**src/rtl/div_pkg.sv**
```systemverilog
// Shared types and widths for the iterative RV32M divider.
package div_pkg;

  localparam int unsigned XLEN = 32;
  localparam int unsigned CNTW = $clog2(XLEN) + 1;

  typedef enum logic [1:0] {
    DIV  = 2'b00,
    DIVU = 2'b01,
    REM  = 2'b10,
    REMU = 2'b11
  } div_op_e;

  typedef enum logic [1:0] {
    IDLE = 2'b00,
    BUSY = 2'b01,
    DONE = 2'b10
  } div_state_e;

endpackage

```
**src/rtl/div_step.sv**
```systemverilog
// One radix-2 restoring division iteration on unsigned magnitudes.
module div_step
  import div_pkg::*;
(
  input  logic [XLEN-1:0] rem,
  input  logic [XLEN-1:0] quo,
  input  logic [XLEN-1:0] divisor,
  output logic [XLEN-1:0] rem_nxt,
  output logic [XLEN-1:0] quo_nxt
);

  logic [XLEN:0] rem_sh;
  logic [XLEN:0] diff;

  // Shift {rem,quo} left, trial-subtract, restore on a negative difference.
  always_comb begin
    rem_sh = {rem, quo[XLEN-1]};
    diff   = rem_sh - {1'b0, divisor};
    if (!diff[XLEN]) begin
      rem_nxt = diff[XLEN-1:0];
      quo_nxt = {quo[XLEN-2:0], 1'b1};
    end else begin
      rem_nxt = rem_sh[XLEN-1:0];
      quo_nxt = {quo[XLEN-2:0], 1'b0};
    end
  end

endmodule

```
**src/rtl/div_unit.sv**
```systemverilog
// Iterative RV32M divider for EX; raises busy while a divide occupies EX.
module div_unit
  import div_pkg::*;
(
  input  logic            clk,
  input  logic            rst_n,
  input  logic            start,
  input  logic [1:0]      op,
  input  logic [XLEN-1:0] srca,
  input  logic [XLEN-1:0] srcb,
  input  logic            kill,
  output logic            busy,
  output logic [XLEN-1:0] rslt,
  output logic            rsltvld
);

  localparam logic [XLEN-1:0] INT_MIN = {1'b1, {(XLEN-1){1'b0}}};

  div_state_e      state_q, state_d;
  logic [CNTW-1:0] cnt_q;
  logic            rem_sel_q;
  logic            sgn_a_q, sgn_b_q, special_q;
  logic [XLEN-1:0] rem_q, quo_q, dvsr_q;
  logic [XLEN-1:0] rem_nxt, quo_nxt;

  div_op_e         op_e;
  logic            is_signed_c, sgn_a_c, sgn_b_c, div_zero_c, ovf_c, accept_c;
  logic [XLEN-1:0] abs_a_c, abs_b_c, quo_fix_c, rem_fix_c;

  // Operand decode for the issue cycle.
  always_comb begin
    op_e        = div_op_e'(op);
    is_signed_c = (op_e == DIV) || (op_e == REM);
    sgn_a_c     = is_signed_c & srca[XLEN-1];
    sgn_b_c     = is_signed_c & srcb[XLEN-1];
    abs_a_c     = sgn_a_c ? (~srca + XLEN'(1)) : srca;
    abs_b_c     = sgn_b_c ? (~srcb + XLEN'(1)) : srcb;
    div_zero_c  = (srcb == '0);
    ovf_c       = is_signed_c && (srca == INT_MIN) && (srcb == '1);
    accept_c    = (state_q == IDLE) && start && !kill;
  end

  div_step u_step (
    .rem     (rem_q),
    .quo     (quo_q),
    .divisor (dvsr_q),
    .rem_nxt (rem_nxt),
    .quo_nxt (quo_nxt)
  );

  // State register.
  always_ff @(posedge clk or negedge rst_n) begin
    if (!rst_n) state_q <= IDLE;
    else        state_q <= state_d;
  end

  // Next-state and stall request; kill overrides every transition.
  always_comb begin
    state_d = state_q;
    busy    = 1'b0;
    case (state_q)
      IDLE: begin
        if (start && !kill) begin
          busy    = 1'b1;
          state_d = (div_zero_c || ovf_c) ? DONE : BUSY;
        end
      end
      BUSY: begin
        busy = 1'b1;
        if (cnt_q == CNTW'(XLEN - 1)) state_d = DONE;
      end
      DONE:    state_d = IDLE;
      default: state_d = IDLE;
    endcase
    if (kill) state_d = IDLE;
  end

  // Operand capture on issue, one restoring step per BUSY cycle.
  always_ff @(posedge clk or negedge rst_n) begin
    if (!rst_n) begin
      cnt_q     <= '0;
      rem_sel_q <= 1'b0;
      sgn_a_q   <= 1'b0;
      sgn_b_q   <= 1'b0;
      special_q <= 1'b0;
      rem_q     <= '0;
      quo_q     <= '0;
      dvsr_q    <= '0;
    end else if (accept_c) begin
      cnt_q     <= '0;
      rem_sel_q <= op[1];
      sgn_a_q   <= sgn_a_c;
      sgn_b_q   <= sgn_b_c;
      dvsr_q    <= abs_b_c;
      special_q <= div_zero_c | ovf_c;
      if (div_zero_c) begin
        quo_q <= '1;
        rem_q <= srca;
      end else if (ovf_c) begin
        quo_q <= INT_MIN;
        rem_q <= '0;
      end else begin
        quo_q <= abs_a_c;
        rem_q <= '0;
      end
    end else if (state_q == BUSY) begin
      rem_q <= rem_nxt;
      quo_q <= quo_nxt;
      cnt_q <= cnt_q + CNTW'(1);
    end
  end

  // Result select with signed fix-up, presented only in the DONE cycle.
  always_comb begin
    quo_fix_c = (!special_q && (sgn_a_q ^ sgn_b_q)) ? (~quo_q + XLEN'(1)) : quo_q;
    rem_fix_c = (!special_q && sgn_a_q) ? (~rem_q + XLEN'(1)) : rem_q;
    rsltvld   = (state_q == DONE) && !kill;
    rslt      = '0;
    if (rsltvld) rslt = rem_sel_q ? rem_fix_c : quo_fix_c;
  end

endmodule

```
**config.mk**
```make
export PLATFORM = sky130hd
export DESIGN_NAME = div_unit
export DESIGN_NICKNAME = d
export VERILOG_FILES = /design/src/rtl/div_pkg.sv /design/src/rtl/div_step.sv /design/src/rtl/div_unit.sv
export SDC_FILE = /design/constraint.sdc
export NUM_CORES = 1
export LEC_CHECK = 0
export ABC_AREA = 1
export BUFFER_PORTS_ARGS = -buffer_cell sky130_fd_sc_hd__buf_2
export CELL_PAD_IN_SITES_DETAIL_PLACEMENT = 0
export CELL_PAD_IN_SITES_GLOBAL_PLACEMENT = 1
export CORE_MARGIN = 3
export CORE_UTILIZATION = 30
export DETAILED_ROUTE_END_ITERATION = 10
export PLACE_DENSITY_LB_ADDON = 0.2
export SYNTH_ARGS = -nofsm -noshare
export SYNTH_HDL_FRONTEND = slang
export SYNTH_SLANG_ARGS = --single-unit
```
**constraint.sdc**
```tcl
create_clock -name clk -period 6 [get_ports clk]
set_input_delay 0.3 -clock clk [delete_from_list [all_inputs] [get_ports clk]]
set_output_delay 0.3 -clock clk [all_outputs]
set_load 0.05 [all_outputs]
```
==> key figures <==
Run status
  • Result of the run: complete, no violations

Placement
  • Cells after DPL: 2677
  • Dpl hpwl: 42600 um
  • Number of port buffers: 103
  • RePlAce Congestion: 0.930

Worst setup path
  • Critical Path RT: 5.70 ns
  • R2r worst-path depth: 10
  • Critical path type: flop to output pin
  • CP endpoint: rslt[17]
  • R2r startpoint: state_q[0]
  • Critical Path AT: 3.07 ns
  • Crit. Startpoint: rem_q[2]
  • Reg2Reg Capture Point: quo_q[0]
  • CP Max Fanout: 5
  • Startpoint types: flop
  • Reg-to-reg setup timing slack: 3.04 ns
  • CP endpoint kind: output pin

Routing
  • TritonRoute pass-1 iters: 6
  • Drt drc: 0
  • Vias: 13.8k
  • DR vias/cell: 5.11
  • DRT iter0 DRCs: 1212
  • WL final: 52500 um
  • Detail Route Antenna Nets: 0
  • Wire per inst: 19.5 um

Timing
  • Max Fclk: 297 MHz
  • Tightest Pin Transition: 1.21 ns
  • RSZ-0062 raised after global routing: no
  • Final critical-path share of the clock period: 56.2%
  • Final hold vios: 0
  • Fin. max-slew vios: 0
  • Slew headroom: 18.6%
  • Post-Route Setup TNS: 0 ns
  • Min cycle time layout: 3.37 ns
  • Clock Skew: 0.0106 ns
  • Final setup viols: 0

Power
  • Clk pwr share: 10.5%
  • Switching Fraction: 58.3%
  • Pleak: 6.96 nW
  • Final Power: 0.00610 W
  • Comb pwr share: 66.4%
  • Reg power frac: 23.1%
  • Power per standard cell area: 452 nW/um^2
  • Worst VDD drop: 0.186 mV
  • Psw: 0.00356 W
  • Internal power: 0.00254 W

CTS
  • CTS tree: done
  • Setup bufs post-CTS: 0
  • Clk root buf: clkbuf_16
  • Post-CTS Resized: 0
  • Worst-case clock buffer depth: 2
  • Depth of the CTS H-tree: 3
  • Worst skew pair latency: 0.38 ns
  • Reg clk slew, reported paths: 0.09 ns
  • Total CTS buffers: 9
  • TritonCTS Sinks: 108

Global route
  • Initial antenna violation count: 1
  • Met3 usage: 2.86%
  • GRT Overall Usage: 23.7%
  • Largest net degree at the start of global routing: 71
  • Number of global-route vias before repair: 13.1k
  • Global route overflow: 0
  • Routing usage on met1: 35.1%
  • Global-route wire length before repair: 79700 um
  • Gr busiest metal: met2
  • GR met2 Demand/Resource: 37.0%

Finish
  • Post-Layout Cell Count: 2694
  • Fin util: 33.7%
  • Antenna Cells: 0
  • Total Nets Final: 2273
  • Synth-to-Final Area Change: 9.95%
  • Share of layout cells above drive strength 1: 9.82%

Logic synthesis
  • Syn avg cell area: 5.83 sq um
  • Synth Flop Type: dfrtp_1
  • Syn Inst Count: 2106
  • Seq/Total Area, Yosys: 22.0%
  • Number of synthesized flops with an enable pin: 0
  • Yosys warnings: 0
  • #FFs+latches synth: 108
  • Async set-or-reset flop fraction in the synthesized netlist: 100%
  • Synthesized area: 12300 sq um
  • Synth Net Count: 2215
  • Post-synth cell types: 54

Hold path
  • Hold crit path type: input pin to flop

Run
  • Max-Cap Viols: 0

Die
  • # IOs: 104
  • Core footprint: 40100 sq um
  • Die W: 208 um
  • Die area: 43400 sq um
  • Die H: 208 um
  • # rows: 73
  • Initial Util: 30.6%
[layout make-up]
| type | count | area (sq um) |
|---|---|---|
| flip-flops and latches | 108 | 2700 |
| clock buffers | 9 | 225 |
| well taps | 525 | 657 |
| inverters | 351 | 1320 |
| clock inverters | 7 | 70.1 |
| multi-input cells | 1578 | 7910 |
| fillers | 4568 | 26600 |
| repair buffers | 116 | 618 |
[cell families (layout without fill, tap and decap cells)]
kind of cell / Yosys count / in the layout / synth area share, %
fa+ha+maj: 39 / 39 / 4.04
buf+inv: 420 / 483 / 13.7
flops: 108 / 108 / 22.0
compound gates: 330 / 330 / 15.6
simple gates: 1157 / 1157 / 41.0
xor+xnor: 52 / 52 / 3.71
[state kept, by name (all words and copies together) (netlist names)]
name / count
cnt_q: 6
state_q: 2
sgn_a_q: 1
quo_q: 32
special_q: 1
rem_q: 32
dvsr_q: 32
rem_sel_q: 1
sgn_b_q: 1
[synthesized netlist by cell type, types with 2 or more instances]
master    instances  area (sq um)
buf_6             8          90.1
and2_1            4          25.0
nor2_1          240           901
clkbuf_1         40           150
nand3b_1          7          52.6
nand4_1          27           169
o211ai_1         12          90.1
nor3_2            2          20.0
nor3_1           40           200
inv_2            11          41.3
a21oi_1          92           460
a21oi_2          17           149
a311oi_1          5          43.8
o22ai_1           9          56.3
or2_2             5          31.3
nand2_2           7          43.8
ha_1             38           475
a31oi_2           9           113
xor2_1           40           350
a211oi_1          3          22.5
a22oi_1           2          15.0
o21ai_1          19          95.1
nor2_4            5          56.3
nor2_2            8          50.1
buf_2            17          85.1
xnor2_1          12           105
or2_1             2          12.5
inv_1           339          1270
o21a_1            3          22.5
nand3_1         231          1160
buf_4             2          15.0
nand3_2           3          30.0
and3_1            3          18.8
nand2_1         558          2090
nand4_4           2          42.5
a31oi_1          10          62.6
dfrtp_1         108          2700
nor3b_1           2          15.0
nand2_4           3          33.8
o21ai_0         136           681
o21ai_2           4          35.0
o21bai_1          5          37.5
nor4_1            5          31.3
[critical path: stages (launching register included)]
cell and delay, ns:
dfrtp_1 0.48, inv_1 0.22, nand3_1 0.16, nor2_1 0.14, nand3_1 0.20, nor2_1 0.19
nand2_1 0.14, o21ai_1 0.34, a21oi_1 0.10, o21ai_0 0.24, nand2_1 0.10, nor2_1 0.10
buf_2 0.27
[how the worst min path moves through the flow]
stage          startpoint    endpoint  slack (ns)  cells past startpoint
3_3_place_gp        rst_n    quo_q[8]        0.34                      1
6_report         srcb[31]  dvsr_q[31]        0.22                      3
5_1_grt          srcb[31]  dvsr_q[31]        0.21                      3
3_5_place_dp        rst_n    quo_q[7]        0.34                      1
4_1_cts          srcb[31]  dvsr_q[31]        0.19                      3
2_1_floorplan       rst_n    cnt_q[0]       0.004                      0
[power groups by stage]
| stage | registers [W] | logic [W] | clock network (W) |
|---|---|---|---|
| global placement | 0.00141 | 0.00400 | 0 |
| finish | 0.00141 | 0.00405 | 0.000639 |
| floorplan | 0.00120 | 0.00297 | 0 |
| global route | 0.00143 | 0.00457 | 0.000678 |
| detailed placement | 0.00141 | 0.00400 | 0 |
| CTS | 0.00140 | 0.00402 | 0.000650 |
[cell usage in the layout (no fill, tap or decap), types with 10 or more instances in the layout]
cell and n:
nand4_1 27, dfrtp_1 108, nand2_1 558, inv_1 339, o21ai_0 136, xor2_1 40
buf_2 102, xnor2_1 12, nor2_1 238, a21oi_1 92, buf_4 13, o21ai_1 19
o211ai_1 12, a31oi_1 10, inv_2 11, nor2_2 10, nand3_1 231, ha_1 38
nor3_1 39, a21oi_2 17
[metrics by stage]
stage	area [sq um]	hold slack [ns]	worst slack, ns
6_report	13500	0.217	2.63
3_5_place_dp	13200	0.338	2.96
5_1_grt	13500	0.206	2.34
2_1_floorplan	12300	0.00441	3.10
4_1_cts	13500	0.193	2.65
3_3_place_gp	13200	0.341	3.04
[layer usage]
metal,vias up,routed length [um],share of wire [%]
met1,6399,25800,49
met2,456,22900,44
li1,6866,-,-
met3,49,2770,5.3
met5,-,12,0.023
met4,2,956,1.8
[what timing repair did]
| action | in CTS | in global routing |
|---|---|---|
| hold buffers | 1 | 0 |
| hold endpoints to repair | 38 | 0 |
| endpoints found under the setup margin | 0 | 0 |
No activity file was read; power rests on OpenSTA's default activity.
